==> config.mk <==
export PLATFORM = sky130hd
export DESIGN_NAME = mau_scheduler_flat
export DESIGN_NICKNAME = d
export VERILOG_FILES = /design/src/rtl/mau_scheduler_if.sv /design/src/rtl/mau_scheduler.sv /design/src/flat_wrapper.sv
export SDC_FILE = /design/constraint.sdc
export NUM_CORES = 1
export LEC_CHECK = 0
export ABC_AREA = 1
export BUFFER_PORTS_ARGS = -buffer_cell sky130_fd_sc_hd__buf_2
export CORE_ASPECT_RATIO = 1.4
export CORE_MARGIN = 4
export CORE_UTILIZATION = 45
export DETAILED_ROUTE_END_ITERATION = 8
export GPL_TIMING_DRIVEN = 0
export PLACE_DENSITY = 0.71
export SLEW_MARGIN = 30
export SYNTH_ARGS = -nofsm -noshare
export SYNTH_HDL_FRONTEND = slang
export SYNTH_SLANG_ARGS = --single-unit
==> constraint.sdc <==
create_clock -name clk -period 1.3 [get_ports clk]
set_clock_uncertainty 0.05 [all_clocks]
set_input_delay 0 -clock clk [delete_from_list [all_inputs] [get_ports clk]]
set_output_delay 0 -clock clk [all_outputs]
set_load 0.05 [all_outputs]
==> src/rtl/mau_scheduler_if.sv <==
// mau_scheduler_if: bundles the requester-side and MAU-side pins of one MAU scheduler.
// Latency: none; this is wiring only.
// Backpressure: none here. Requesters hold req until done, and the scheduler waits on mau_busy.
//
// Ports/signals:
//   requester -> scheduler: req, req_mode, req_add_mode, req_base (2*ADDR_W), req_passes (4)
//   scheduler -> requester: gnt, done, result_valid, err
//   MAU       -> scheduler: mau_busy
//   scheduler -> MAU      : mau_start, mau_mode, mau_add_mode, mau_read_output, matram_addr
// Modports: slave = scheduler view, master = front end / MAU view.
interface mau_scheduler_if #(
    parameter int ADDR_W = 4
);
    logic [1:0]          req;
    logic [1:0]          req_mode;
    logic [1:0]          req_add_mode;
    logic [2*ADDR_W-1:0] req_base;
    logic [3:0]          req_passes;
    logic [1:0]          gnt;
    logic [1:0]          done;
    logic                result_valid;
    logic                err;
    logic                mau_busy;
    logic                mau_start;
    logic                mau_mode;
    logic                mau_add_mode;
    logic                mau_read_output;
    logic [ADDR_W-1:0]   matram_addr;

    modport slave (
        input  req, req_mode, req_add_mode, req_base, req_passes, mau_busy,
        output gnt, done, result_valid, err,
               mau_start, mau_mode, mau_add_mode, mau_read_output, matram_addr
    );

    modport master (
        output req, req_mode, req_add_mode, req_base, req_passes, mau_busy,
        input  gnt, done, result_valid, err,
               mau_start, mau_mode, mau_add_mode, mau_read_output, matram_addr
    );
endinterface

==> src/rtl/mau_scheduler.sv <==
// mau_scheduler: runs multi-pass MAU jobs for two requesters, with round-robin arbitration on ties.
// Latency: gnt one edge after req is seen in IDLE. Each pass costs 3 cycles plus MAU busy time. done pulses one cycle after the final READ.
// Backpressure: requesters hold req until done. The scheduler waits on mau_busy, bounded by TIMEOUT only with MAU_SCHED_WATCHDOG_EN.
//
// Ports: clk, reset (asynchronous, active-high), bus (mau_scheduler_if.slave):
//   requester side: req/req_mode/req_add_mode/req_base/req_passes in; gnt/done/result_valid/err out
//   MAU side:       mau_busy in; mau_start/mau_mode/mau_add_mode/mau_read_output/matram_addr out
// Optional feature macro: MAU_SCHED_WATCHDOG_EN (busy watchdog). When it is not defined, err is constant 0.
module mau_scheduler #(
    parameter int ADDR_W  = 4,
    parameter int TIMEOUT = 31
) (
    input  logic               clk,
    input  logic               reset,
    mau_scheduler_if.slave     bus
);

    if (TIMEOUT < 1) begin : g_bad_timeout
        $error("mau_scheduler: TIMEOUT must be at least 1");
    end

    typedef enum logic [2:0] {
        S_IDLE,
        S_ISSUE,
        S_WAIT_START,
        S_WAIT_DONE,
        S_READ,
        S_DONE
    } state_t;

    state_t            state_q;
    logic              last_q;       // index of the most recently granted requester
    logic [1:0]        gnt_q;
    logic [1:0]        done_q;
    logic              start_q;
    logic              rd_q;
    logic              rv_q;
    logic              mode_q;
    logic              add_q;
    logic [1:0]        passes_q;
    logic [1:0]        pass_q;
    logic [ADDR_W-1:0] addr_q;

    // Arbitration and field selection for the requester that would win in IDLE.
    logic              sel_d;
    logic [ADDR_W-1:0] sel_base_d;
    logic [1:0]        sel_passes_d;

    always_comb begin
        sel_d = bus.req[1];
        if (bus.req == 2'b11) begin
            sel_d = ~last_q;
        end
        sel_base_d   = sel_d ? bus.req_base[ADDR_W +: ADDR_W] : bus.req_base[0 +: ADDR_W];
        sel_passes_d = sel_d ? bus.req_passes[3:2] : bus.req_passes[1:0];
    end

`ifdef MAU_SCHED_WATCHDOG_EN
    localparam int WD_W = $clog2(TIMEOUT + 1);

    logic            err_q;
    logic [WD_W-1:0] wd_q;
    logic [WD_W-1:0] wd_inc_d;
    logic            wd_hit_d;

    // The count reaches TIMEOUT on the cycle that would make it TIMEOUT.
    always_comb begin
        wd_inc_d = wd_q + WD_W'(1);
        wd_hit_d = (wd_inc_d == WD_W'(TIMEOUT));
    end
`endif

    always_ff @(posedge clk or posedge reset) begin
        if (reset) begin
            state_q  <= S_IDLE;
            last_q   <= 1'b1;
            gnt_q    <= '0;
            done_q   <= '0;
            start_q  <= 1'b0;
            rd_q     <= 1'b0;
            rv_q     <= 1'b0;
            mode_q   <= 1'b0;
            add_q    <= 1'b0;
            passes_q <= '0;
            pass_q   <= '0;
            addr_q   <= '0;
`ifdef MAU_SCHED_WATCHDOG_EN
            err_q    <= 1'b0;
            wd_q     <= '0;
`endif
        end else begin
            // Every strobe is a single-cycle pulse unless a transition below re-asserts it.
            start_q <= 1'b0;
            rd_q    <= 1'b0;
            rv_q    <= 1'b0;
            done_q  <= '0;
`ifdef MAU_SCHED_WATCHDOG_EN
            err_q   <= 1'b0;
`endif
            case (state_q)
                S_IDLE: begin
                    if (|bus.req) begin
                        gnt_q    <= sel_d ? 2'b10 : 2'b01;
                        last_q   <= sel_d;
                        mode_q   <= bus.req_mode[sel_d];
                        add_q    <= bus.req_add_mode[sel_d];
                        passes_q <= sel_passes_d;
                        pass_q   <= '0;
                        addr_q   <= sel_base_d;
                        start_q  <= 1'b1;
                        state_q  <= S_ISSUE;
                    end
                end
                S_ISSUE: begin
                    state_q <= S_WAIT_START;
`ifdef MAU_SCHED_WATCHDOG_EN
                    wd_q    <= '0;
`endif
                end
                S_WAIT_START: begin
                    if (bus.mau_busy) begin
                        state_q <= S_WAIT_DONE;
`ifdef MAU_SCHED_WATCHDOG_EN
                        wd_q    <= '0;
                    end else if (wd_hit_d) begin
                        // The MAU never started. Abandon the job, but still hand done back.
                        err_q   <= 1'b1;
                        done_q  <= gnt_q;
                        gnt_q   <= '0;
                        mode_q  <= 1'b0;
                        add_q   <= 1'b0;
                        state_q <= S_DONE;
                    end else begin
                        wd_q    <= wd_inc_d;
`endif
                    end
                end
                S_WAIT_DONE: begin
                    if (!bus.mau_busy) begin
                        rd_q    <= 1'b1;
                        rv_q    <= 1'b1;
                        state_q <= S_READ;
`ifdef MAU_SCHED_WATCHDOG_EN
                    end else if (wd_hit_d) begin
                        // The MAU is stuck busy. Skip READ so no stale data is flagged valid.
                        err_q   <= 1'b1;
                        done_q  <= gnt_q;
                        gnt_q   <= '0;
                        mode_q  <= 1'b0;
                        add_q   <= 1'b0;
                        state_q <= S_DONE;
                    end else begin
                        wd_q    <= wd_inc_d;
`endif
                    end
                end
                S_READ: begin
                    if (pass_q == passes_q) begin
                        done_q  <= gnt_q;
                        gnt_q   <= '0;
                        mode_q  <= 1'b0;
                        add_q   <= 1'b0;
                        state_q <= S_DONE;
                    end else begin
                        // Passes use consecutive rows, so stepping the held address wraps naturally.
                        pass_q  <= pass_q + 2'd1;
                        addr_q  <= addr_q + ADDR_W'(1);
                        start_q <= 1'b1;
                        state_q <= S_ISSUE;
                    end
                end
                S_DONE: begin
                    state_q <= S_IDLE;
                end
                default: begin
                    state_q <= S_IDLE;
                end
            endcase
        end
    end

    assign bus.gnt             = gnt_q;
    assign bus.done            = done_q;
    assign bus.result_valid    = rv_q;
    assign bus.mau_start       = start_q;
    assign bus.mau_mode        = mode_q;
    assign bus.mau_add_mode    = add_q;
    assign bus.mau_read_output = rd_q;
    assign bus.matram_addr     = addr_q;
`ifdef MAU_SCHED_WATCHDOG_EN
    assign bus.err             = err_q;
`else
    assign bus.err             = 1'b0;
`endif

endmodule
==> src/flat_wrapper.sv <==
// flat-port wrapper written by rule: the top's interface ports become plain ports
module mau_scheduler_flat 
#(
    parameter int ADDR_W  = 4,
    parameter int TIMEOUT = 31
)
  (clk, reset, bus_req, bus_req_mode, bus_req_add_mode, bus_req_base, bus_req_passes, bus_mau_busy, bus_gnt, bus_done, bus_result_valid, bus_err, bus_mau_start, bus_mau_mode, bus_mau_add_mode, bus_mau_read_output, bus_matram_addr);
  mau_scheduler_if #(.ADDR_W(ADDR_W)) bus_i ();
  input  logic clk;
  input  logic reset;
  input wire logic [$bits(bus_i.req)-1:0] bus_req;
  input wire logic [$bits(bus_i.req_mode)-1:0] bus_req_mode;
  input wire logic [$bits(bus_i.req_add_mode)-1:0] bus_req_add_mode;
  input wire logic [$bits(bus_i.req_base)-1:0] bus_req_base;
  input wire logic [$bits(bus_i.req_passes)-1:0] bus_req_passes;
  input wire logic [$bits(bus_i.mau_busy)-1:0] bus_mau_busy;
  output wire logic [$bits(bus_i.gnt)-1:0] bus_gnt;
  output wire logic [$bits(bus_i.done)-1:0] bus_done;
  output wire logic [$bits(bus_i.result_valid)-1:0] bus_result_valid;
  output wire logic [$bits(bus_i.err)-1:0] bus_err;
  output wire logic [$bits(bus_i.mau_start)-1:0] bus_mau_start;
  output wire logic [$bits(bus_i.mau_mode)-1:0] bus_mau_mode;
  output wire logic [$bits(bus_i.mau_add_mode)-1:0] bus_mau_add_mode;
  output wire logic [$bits(bus_i.mau_read_output)-1:0] bus_mau_read_output;
  output wire logic [$bits(bus_i.matram_addr)-1:0] bus_matram_addr;
  assign bus_i.req = bus_req;
  assign bus_i.req_mode = bus_req_mode;
  assign bus_i.req_add_mode = bus_req_add_mode;
  assign bus_i.req_base = bus_req_base;
  assign bus_i.req_passes = bus_req_passes;
  assign bus_i.mau_busy = bus_mau_busy;
  assign bus_gnt = bus_i.gnt;
  assign bus_done = bus_i.done;
  assign bus_result_valid = bus_i.result_valid;
  assign bus_err = bus_i.err;
  assign bus_mau_start = bus_i.mau_start;
  assign bus_mau_mode = bus_i.mau_mode;
  assign bus_mau_add_mode = bus_i.mau_add_mode;
  assign bus_mau_read_output = bus_i.mau_read_output;
  assign bus_matram_addr = bus_i.matram_addr;
  mau_scheduler #(.ADDR_W(ADDR_W), .TIMEOUT(TIMEOUT)) u_core (.clk(clk), .reset(reset), .bus(bus_i));
endmodule
==> summary.log <==
qor: pwr.cellLeakagePower 0.000975 µW
qor: grt.antenna_found_initial 0
qor: place.dp_hpwl 2070 µm
qor: place.numPortBuffers 33
qor: synth.synth_largest_area_cell sky130_fd_sc_hd__dfrtp_1
qor: worst_setup_path.critical_path_arrival 1510 ps
qor: worst_setup_path.crit_path_max_fanout 5
qor: floorplan.core_area 2440 µm²
qor: timing.finalSetupTns -272 ps
qor: clock_tree.cts.htree.levels 1
qor: timing.fin_hold_ws 9.91 ps
qor: cells_and_area.num_antenna_cells 0
qor: clock_tree.cts_buffers 3
qor: route.vias_per_cell 5.22
qor: cells_and_area.drive_above_1_share 41.1%
qor: synth.ys_top_cells_by_area sky130_fd_sc_hd__dfrtp_1, sky130_fd_sc_hd__nand2_1, sky130_fd_sc_hd__nand3_1, sky130_fd_sc_hd__inv_1, sky130_fd_sc_hd__nor2_1
qor: outcome.status finished, violations left
qor: cells_and_area.multiInputGateArea 617 µm²
qor: cells_and_area.final_cell_area_excluding_filler_cells 1800 µm²
qor: grt.vias_in_the_first_global_route 1,147
qor: floorplan.die_y 68.2 µm
qor: worst_setup_path.critical_path.endpoint_type flop
qor: clock_tree.tritoncts_num_sinks 20
qor: synth.syn-mean-instance-area 7.71 µm²
qor: place.pre_cts_slack -77.3 ps
qor: synth.mappedNetlistNets 173
qor: place.globalplace.congestion 0.759
qor: synth.synth_enable_flop_cells 0
qor: synth.synth_area 1160 µm²
qor: timing.achievable-frequency 739 MHz
qor: synth.number_of_storage_elements_in_the_synthesis_netlist 20
qor: grt.grt_start_max_net_pins 21
qor: timing.hold_viol 0
qor: route.route.antenna.remaining_nets 0
qor: timing.finalMaxSlewViolations 0
qor: pwr.vdd_drop_max 0.00149 V
qor: floorplan.initial_utilization 47.6%
qor: worst_setup_path.worst_setup_path_start_kind flop
qor: route.totalWireLength 3530 µm
qor: clock_tree.worst_skew_pair.late_latency 300 ps
qor: floorplan.i_o_pin_count 35
qor: worst_setup_path.cp_slowest_cell sky130_fd_sc_hd__dfrtp_1
qor: route.routedWlPerCell 13.9 µm
qor: route.drt-initial-drc-count 55
qor: worst_setup_path.crit_path_cell_trace nor2_4 > nand2_2 > inv_2 > o21ai_4 > clkbuf_16 > nand3_1 > nand2_1
qor: cells_and_area.design.final.nets 242
qor: timing.timing.slew.headroom 48.2%
qor: worst_setup_path.setup.worst_path.class reg2reg
qor: pwr.pd_cells 2260 nW/µm²
qor: synth.yosysWarningCount 0
qor: route.dr_vias 1,320
qor: route.drt_first_pass_iters 5
qor: timing.setup_viol 11
qor: timing.grt_setup_unrepaired true
qor: grt.grtUsageTotal 19.8%
qor: synth.post-synth-top-area-fraction 40.9%
qor: synth.post_synth_inst_count 151
qor: timing.finalCriticalPeriod 1350 ps
qor: synth.yosysSeqAreaShare 43.1%
qor: flow_run.max_cap_viol_count 0
qor: worst_setup_path.worst_path_dominant_cell_family flip-flops
qor: timing.worst-slew-pin-transition 777 ps
qor: floorplan.num_rows 21
qor: floorplan.die_area 3470 µm²
qor: grt.grt_pass1_wl 5090 µm
qor: place.dpl_cell_area 1370 µm²
qor: worst_setup_path.crit_required 1450 ps
qor: cells_and_area.final_core_util 73.6%
qor: floorplan.die_width 51.0 µm
qor: synth.async_reset_ff_share 100%
qor: timing.post-route-worst-setup-slack -53.5 ps
qor: cells_and_area.layout.area.seq 505 µm²
qor: worst_setup_path.critical_path.max_stage_delay 440 ps
qor: min_path.class_of_the_tightest_hold_or_removal_check in2reg
qor: synth.main_synth_ff_type sky130_fd_sc_hd__dfrtp_1
qor: worst_setup_path.worst-path-buf-inv 2
qor: clock_tree.clk_pin_slew 110 ps
qor: synth.synth.lib_cells_used.distinct 26
qor: cells_and_area.fillers 180
qor: route.remaining_drcs 0
qor: clock_tree.clk_root_buffer_cell sky130_fd_sc_hd__clkbuf_4
qor: timing.layout_worst_path_cycle_share 104%
qor: outcome.failed_checks negative setup slack
qor: cells_and_area.synthToLayoutAreaGrowth 54.5%
qor: clock_tree.cts_tree done
qor: clock_tree.cts_max_path_buffers 2
qor: grt.grt-ovfl-total 0
## worst register-to-register path, cell delays in order (launching register included)
cell                        delay, ps
sky130_fd_sc_hd__dfrtp_1          440
sky130_fd_sc_hd__nor2_4           180
sky130_fd_sc_hd__nand2_2           80
sky130_fd_sc_hd__inv_2             90
sky130_fd_sc_hd__o21ai_4          110
sky130_fd_sc_hd__clkbuf_16        180
sky130_fd_sc_hd__nand3_1           80
sky130_fd_sc_hd__nand2_1           50
## cell families after synthesis
family / after synthesis / share of synthesized area (%)
AOI/OAI and AO/OA: 13 / 6.88
xor gates and xnor gates: 2 / 2.15
adders and majority gates: 1 / 1.08
buffers and inverters: 22 / 9.78
DFF: 20 / 43.1
other: 1 / 0.322
and+or+nand+nor: 92 / 36.7
## registers in the layout, indices dropped and copies added, names as in the netlist
signal	flops
u_core.bus.done	2
u_core.bus.gnt	2
u_core.bus.matram_addr	4
u_core.bus.mau_add_mode	1
u_core.bus.mau_mode	1
u_core.bus.mau_read_output	1
u_core.bus.mau_start	1
u_core.last_q	1
u_core.pass_q	2
u_core.passes_q	2
u_core.state_q	3
## cells in the mapped netlist (2+ instances only)
cell type and count:
sky130_fd_sc_hd__or2_2 2, sky130_fd_sc_hd__inv_1 14, sky130_fd_sc_hd__o21ai_0 6, sky130_fd_sc_hd__dfrtp_1 19, sky130_fd_sc_hd__nand2_1 49, sky130_fd_sc_hd__nand3_1 24
sky130_fd_sc_hd__nand2_4 3, sky130_fd_sc_hd__a21oi_1 4, sky130_fd_sc_hd__nor2_1 9, sky130_fd_sc_hd__buf_4 2, sky130_fd_sc_hd__nand2_2 2, sky130_fd_sc_hd__inv_2 3
## final cells by class
type,count,area share [%]
inverters,18,4.59
clock buffers,4,2.02
plain buffers,4,2.51
well taps,34,2.37
flip-flops and latches,20,28.1
multi-input cells,110,34.3
repair buffers,63,26.1
## power breakdown
| group | switching, µW | internal, µW |
|---|---|---|
| clock | 195 | 171 |
| sequential | 265 | 895 |
| combinational | 1570 | 966 |
## per-stage QoR
stage | power, µW | std cells
3_3_place_gp | 3040 | 218
6_report | 4060 | 253
5_1_grt | 4310 | 253
2_1_floorplan | 2650 | 151
4_1_cts | 3620 | 242
3_5_place_dp | 3100 | 218
## metal layers
layer	global-route usage, %	routed length [µm]	up-vias
met3	1.96	231	25
met5	0	0	-
met4	7.07	161	0
met2	37.6	1920	64
met1	22.8	1210	618
li1	-	-	613
## worst paths after layout
check                                  start                        end  slack, ps  cells past startpoint
setup / recovery           u_core.state_q[0]  u_core.bus.matram_addr[2]        -50                      7
hold / removal             bus_req_passes[2]         u_core.passes_q[0]         10                      4
setup reg to reg           u_core.state_q[0]  u_core.bus.matram_addr[2]        -50                      7
hold reg to reg            u_core.bus.gnt[0]         u_core.bus.done[0]        470                      2
max in group asynchronous              reset          u_core.state_q[2]        330                      3
min in group asynchronous              reset         u_core.bus.done[1]        340                      3
## what timing repair did
action | in CTS | in global routing
hold buffers | 15 | 0
setup buffers | 4 | 9
setup endpoints to repair | 14 | 18
cloned | 1 | 2
resized for setup | 4 | 26
pin swaps | 2 | 10
hold endpoints to repair | 28 | 0
## cell usage in the layout, fill, tap and decap left out, types with 2 or more instances in the layout
| cell type | n |
|---|---|
| sky130_fd_sc_hd__o21ai_1 | 3 |
| sky130_fd_sc_hd__dfrtp_2 | 3 |
| sky130_fd_sc_hd__nand2_2 | 7 |
| sky130_fd_sc_hd__inv_8 | 2 |
| sky130_fd_sc_hd__o21ai_2 | 3 |
| sky130_fd_sc_hd__nand3_2 | 4 |
| sky130_fd_sc_hd__buf_4 | 12 |
| sky130_fd_sc_hd__or2_2 | 2 |
| sky130_fd_sc_hd__buf_6 | 3 |
| sky130_fd_sc_hd__clkbuf_4 | 3 |
| sky130_fd_sc_hd__a21oi_1 | 3 |
| sky130_fd_sc_hd__nand2_1 | 42 |
| sky130_fd_sc_hd__nand2_4 | 5 |
| sky130_fd_sc_hd__buf_8 | 2 |
| sky130_fd_sc_hd__nand3_1 | 20 |
| sky130_fd_sc_hd__o21ai_0 | 3 |
| sky130_fd_sc_hd__dfrtp_1 | 16 |
| sky130_fd_sc_hd__inv_2 | 2 |
| sky130_fd_sc_hd__buf_2 | 33 |
| sky130_fd_sc_hd__nor2_1 | 9 |
| sky130_fd_sc_hd__dlygate4sd3_1 | 15 |
| sky130_fd_sc_hd__inv_1 | 14 |
No activity file was read; power rests on OpenSTA's default activity.
